===== config.mk =====
export PLATFORM = sky130hd
export DESIGN_NAME = ram_stream_loader
export DESIGN_NICKNAME = d
export VERILOG_FILES = /design/src/rtl/ram_stream_loader.sv
export SDC_FILE = /design/constraint.sdc
export NUM_CORES = 1
export LEC_CHECK = 0
export ABC_AREA = 1
export BUFFER_PORTS_ARGS = -buffer_cell sky130_fd_sc_hd__clkbuf_2
export CELL_PAD_IN_SITES_DETAIL_PLACEMENT = 1
export CELL_PAD_IN_SITES_GLOBAL_PLACEMENT = 1
export CORE_MARGIN = 2
export CORE_UTILIZATION = 44
export CTS_CLUSTER_SIZE = 24
export DETAILED_ROUTE_END_ITERATION = 16
export MAX_ROUTING_LAYER = met4
export PLACE_DENSITY_LB_ADDON = 0.1
export SYNTH_ARGS = -nofsm -noshare
export SYNTH_HDL_FRONTEND = slang
export SYNTH_SLANG_ARGS = --single-unit
export TNS_END_PERCENT = 5

===== constraint.sdc =====
create_clock -name clk -period 2.9 [get_ports clk]
set_input_delay 0.29 -clock clk [delete_from_list [all_inputs] [get_ports clk]]
set_output_delay 0.29 -clock clk [all_outputs]
set_load 0.05 [all_outputs]

===== src/rtl/ram_stream_loader.sv =====
// Boot loader: packs a byte stream into 32-bit words, writes them to consecutive RAM addresses (optional RAM_LOADER_CHECKSUM_EN trailer).
// Latency: start->in_ready 1 cycle; 4th byte accepted -> ram_is_write 1 cycle; >= 5 cycles per word.
// Backpressure: in_ready drops during the write cycle and outside a load; in_valid without in_ready is ignored.
module ram_stream_loader #(
    parameter int BIG_ENDIAN   = 0,
    parameter int IDLE_TIMEOUT = 0
) (
    input  logic        clk,
    input  logic        reset,
    input  logic        start,
    input  logic [15:0] base_address,
    input  logic [15:0] word_count,
    input  logic        in_valid,
    input  logic [7:0]  in_data,
    output logic        in_ready,
    output logic [15:0] ram_address,
    output logic [31:0] ram_in,
    output logic        ram_is_write,
    output logic        busy,
    output logic        done,
    output logic        error,
    output logic [15:0] words_written
);

    typedef enum logic [2:0] {
        IDLE,
        RECV,
        WRITE,
`ifdef RAM_LOADER_CHECKSUM_EN
        CSUM,
`endif
        FINISH
    } state_t;

    state_t      state;
    logic [15:0] base_q;
    logic [15:0] count_q;
    logic [1:0]  byte_idx;
    logic [31:0] word_buf;
    logic [31:0] tmo_cnt;
`ifdef RAM_LOADER_CHECKSUM_EN
    logic [31:0] csum;
`endif

    logic        accept;
    logic        tmo_hit;
    logic [1:0]  lane;
    logic [31:0] asm_word;
    logic [15:0] ww_next;

    assign accept  = in_valid & in_ready;
    assign tmo_hit = (IDLE_TIMEOUT > 0) && (tmo_cnt == 32'(IDLE_TIMEOUT - 1));
    assign lane    = (BIG_ENDIAN != 0) ? ~byte_idx : byte_idx;
    assign ww_next = words_written + 16'd1;

    // Word as it will look once the byte currently on in_data lands in its lane.
    always_comb begin
        asm_word = word_buf;
        asm_word[{lane, 3'b000} +: 8] = in_data;
    end

    always_ff @(posedge clk) begin
        if (reset) begin
            state         <= IDLE;
            in_ready      <= 1'b0;
            ram_address   <= '0;
            ram_in        <= '0;
            ram_is_write  <= 1'b0;
            busy          <= 1'b0;
            done          <= 1'b0;
            error         <= 1'b0;
            words_written <= '0;
            base_q        <= '0;
            count_q       <= '0;
            byte_idx      <= '0;
            word_buf      <= '0;
            tmo_cnt       <= '0;
`ifdef RAM_LOADER_CHECKSUM_EN
            csum          <= '0;
`endif
        end else begin
            case (state)
                IDLE: begin
                    if (start) begin
                        base_q        <= base_address;
                        count_q       <= word_count;
                        done          <= 1'b0;
                        error         <= 1'b0;
                        words_written <= '0;
                        byte_idx      <= '0;
                        tmo_cnt       <= '0;
                        busy          <= 1'b1;
`ifdef RAM_LOADER_CHECKSUM_EN
                        csum          <= '0;
                        in_ready      <= 1'b1;
                        state         <= (word_count != 16'd0) ? RECV : CSUM;
`else
                        if (word_count != 16'd0) begin
                            in_ready <= 1'b1;
                            state    <= RECV;
                        end else begin
                            state    <= FINISH;
                        end
`endif
                    end
                end
                RECV
`ifdef RAM_LOADER_CHECKSUM_EN
                , CSUM
`endif
                : begin
                    if (accept) begin
                        word_buf <= asm_word;
                        byte_idx <= byte_idx + 2'd1;
                        tmo_cnt  <= '0;
                        if (byte_idx == 2'd3) begin
                            in_ready <= 1'b0;
`ifdef RAM_LOADER_CHECKSUM_EN
                            if (state == CSUM) begin
                                error <= (asm_word != csum);
                                state <= FINISH;
                            end else
`endif
                            begin
                                ram_is_write <= 1'b1;
                                ram_address  <= base_q + words_written;
                                ram_in       <= asm_word;
                                state        <= WRITE;
                            end
                        end
                    end else if (tmo_hit) begin
                        // Abort drops any partial word; words_written keeps committed count.
                        error    <= 1'b1;
                        done     <= 1'b1;
                        busy     <= 1'b0;
                        in_ready <= 1'b0;
                        state    <= IDLE;
                    end else begin
                        tmo_cnt <= tmo_cnt + 32'd1;
                    end
                end
                WRITE: begin
                    ram_is_write  <= 1'b0;
                    words_written <= ww_next;
`ifdef RAM_LOADER_CHECKSUM_EN
                    csum          <= csum + ram_in;
                    in_ready      <= 1'b1;
                    state         <= (ww_next == count_q) ? CSUM : RECV;
`else
                    if (ww_next == count_q) begin
                        state    <= FINISH;
                    end else begin
                        in_ready <= 1'b1;
                        state    <= RECV;
                    end
`endif
                end
                FINISH: begin
                    done  <= 1'b1;
                    busy  <= 1'b0;
                    state <= IDLE;
                end
                default: state <= IDLE;
            endcase
        end
    end

endmodule


==> summary.md <==
| Metric | Value |
|---|---|
| Met2 wire length | 9250 µm |
| DIE WIDTH | 127 µm |
| Static Leak | 3.45 nW |
| Avg Inst Size Synth | 7.31 µm² |
| Synth Area in Adders | approximately 4.5% |
| Post-synthesis cell count | 905 |
| IO Pins | roughly 110 |
| Placed insts | 1160 |
| Top Layer Used | met4 |
| Routability cong. | 0.839 |
| Htree depth | 4 |
| Post-synth ARST share | 0% |
| CP arrival | 2.82 ns |
| FF+latch count, synth | 136 |
| Total Die Area | around 16000 µm² |
| Skew-Pair Late Insertion Delay | 0.42 ns |
| Max stage delay on crit path | 0.58 ns |
| Share of cells above drive strength 1 | approximately 17% |
| Core area | 14600 µm² |
| Total power | 4.75 mW |
| Initial Utilization | 45.3% |
| First-pass GRT wire length | 33400 µm |
| Crit-path max FO | 12 |
| Setup Viol. Count Final | 0 |
| Vias | 6468 |
| Total negative slack | 0 ns |
| ANT nets after route | 0 |
| Post-CTS sizing | 0 |
| RSZ-0062 raised after global routing | no |
| GRT Util Overall | 26.7% |
| Final max-slew violation count | 0 |
| CP cell instances | ha_1, inv_1, fa_1, nor2_1, nor2_1, o21ai_1, nand2_1, nand2_1, a21oi_1, or2_1, nand3_1, nand2_1, inv_1 |
| Buffer and inverter count on the worst path | 2 |
| Crit-path slowest cell | dfxtp_1 |
| Post-Synth XOR/XNOR Area | 2.71% |
| VDD IR-drop max | 0.413 mV |
| Clock Root Buffer | clkbuf_16 |
| Syn_nets | 972 |
| Diode count | 0 |
| Max clock buf depth | 2 |
| Final period utilization | around 85% |
| Area delta synth->final | 19.0% |
| Crit path kind | reg -> reg |
| Top cell by count, worst path | nand2_1 |
| Met3 routed WL | 1020 µm |
| Top FF cell, synth | dfxtp_1 |
| Max-slew headroom | 50.4% |
| EDFF count, synth | 0 |
| YS warnings | 0 |
| Port buffer count | 111 |
| TritonCTS clock tree | built |
| Pre-CTS setup slack | 0.498 ns |
| Syn Std Cell Area | 6610 µm² |
| Finished Layout Cells | between 1k and 1.5k |
| Power per cell area | between 600 and 700 nW/µm² |
| WL/cell | 17.1 µm |
| Remaining DRCs | 0 |
| Worst setup margin | 0.445 ns |
| Vias in the first global route | 6550 |
| Pin count of the biggest net entering global routing | 65 |
| Largest family of logic cells by synthesized area | compound AO/OA/AOI/OAI gates |
| CP Capture Type | register |
| Fill count | 1921 |
| Min-delay worst type | in -> reg |
| Final Hold Vio Count | 0 |
| Vias/cell | about 5.4 |
| Core Rows | 44 |
| Critical path startpoint category | register |
| Worst EP required | 3.27 ns |
| Final nets | around 1.1k |
| Initial antenna violation count | 0 |
| Post-DP HPWL | 14300 µm |
| Post-synthesis cell type count | 45 |
| M1 WL | between 9000 and 10000 µm |
| CTS hold repair buffers | 0 |
| Die Span Y | 127 µm |
| Status | finished clean |
| Period minus WS final | 2.45 ns |
| Final core occ | between 50% and 60% |
| Clk_skew | 0.00783 ns |
| CTS sink cnt | 136 |
| CP delay by family, top | simple AND/OR/NAND/NOR gates |
| Post-synthesis simple-gate area fraction | between 20% and 30% |
| FMAX | 0.407 GHz |
| Synth Area in Compound Gates | around 22% |
| Post-synthesis mux area share | 0% |
| 1st-iter DRT viols | 488 |
| Routed WL | 20400 µm |
| Number of CTS-inserted buffers | 17 |
| Final global-route overflow total | 0 |
| Max_cap viols | 0 |
| 1st-pass router iterations | 5 |
| Postcts setup bufs | 0 |
| Worst-path clk slew | 0.06 ns |
| Slew @ Worst Pin | 0.744 ns |
| Sequential fraction of the synthesis area | 41.2% |
[worst min-delay path: stages]
cell and delay (ns):
clkbuf_2 0.07, o21ai_0 0.07, nor2_1 0.08
[metal layers]
metal	track usage [%]	vias to the layer above
li1	-	3203
met1	36.4	3094
met2	41.1	152
met3	5.40	19
met4	5.95	0
met5	-	-
[cells in the final DEF (no fill, tap or decap), types with 5 or more instances in the layout]
cell       count
buf_4          6
inv_1        104
o21ai_0       84
inv_6          7
clkbuf_16     17
nand4_1        8
nand2_1      130
a21oi_1       85
clkbuf_2     111
a211oi_1      35
nand3_1       38
o22ai_1       32
dfxtp_1      136
ha_1          22
nor2_1       120
nor2_2         5
xor2_1         9
[area by class of cell]
| class | count | area (µm²) | area share, % |
|---|---|---|---|
| Sequential cell | 136 | 2720 | 34.6 |
| Inverter | 108 | 405 | 5.15 |
| Multi-Input combinational cell | 613 | 3270 | 41.6 |
| Timing Repair Buffer | 119 | 641 | 8.14 |
| Clock buffer | 18 | 439 | 5.58 |
| Tap cell | 184 | 230 | 2.93 |
| Clock inverter | 14 | 159 | 2.02 |
[report_power, final]
part / leakage [nW] / internal (mW) / total [mW] / switching (mW)
sequential: 1.11 / 1.95 / 2.00 / 0.0484
clock: 0.289 / 1.31 / 2.20 / 0.894
combinational: 2.05 / 0.177 / 0.552 / 0.375
[through the flow]
| step | hold WS [ns] | instance area [µm²] |
|---|---|---|
| after floorplan | 0.437 | 6610 |
| after global placement | 0.454 | 7270 |
| after detailed placement | 0.460 | 7270 |
| after CTS | 0.118 | 7870 |
| after global routing | 0.137 | 7870 |
| final | 0.122 | 7870 |
[path summary, 6_finish.rpt]
| kind | start | end | slack [ns] | cells past startpoint |
|---|---|---|---|---|
| worst max-delay path | words_written[0] | ram_address[10] | 0.45 | 13 |
| worst min-delay path | base_address[10] | base_q[10] | 0.12 | 3 |
| worst max register to register | words_written[0] | ram_address[10] | 0.45 | 13 |
| worst min register to register | word_buf[3] | word_buf[3] | 0.47 | 2 |
[state kept, by name (all words and copies together), names as in the netlist]
name,flops
ram_in,32
in_ready,1
count_q,16
ram_is_write,1
ram_address,16
words_written,16
done,1
busy,1
state,2
byte_idx,2
base_q,16
word_buf,32
[synthesized netlist by cell type, drive strengths merged, types with 4 or more instances]
cell type / number / area share [%]
a211oi: 35 / 4.0
a21oi: 87 / 6.7
buf: 21 / 1.8
clkbuf: 27 / 1.5
dfxtp: 136 / 41
ha: 22 / 4.2
inv: 107 / 6.1
nand2: 132 / 7.6
nand3: 39 / 3.0
nand4: 9 / 0.95
nor2: 128 / 7.7
nor3: 4 / 0.30
nor4: 4 / 0.38
o21ai: 87 / 6.6
o21bai: 5 / 0.68
o22ai: 32 / 3.0
xnor2: 4 / 0.53
xor2: 10 / 1.4
[kinds of logic (layout without fill, tap and decap cells)]
family          Yosys count  after routing
simple gates            319            319
compound gates          254            254
buf+inv                 156            259
flops                   136            136
fa+ha+maj                23             23
xor+xnor                 16             16
other cells               1              1
(Power assumes the default switching activity.)
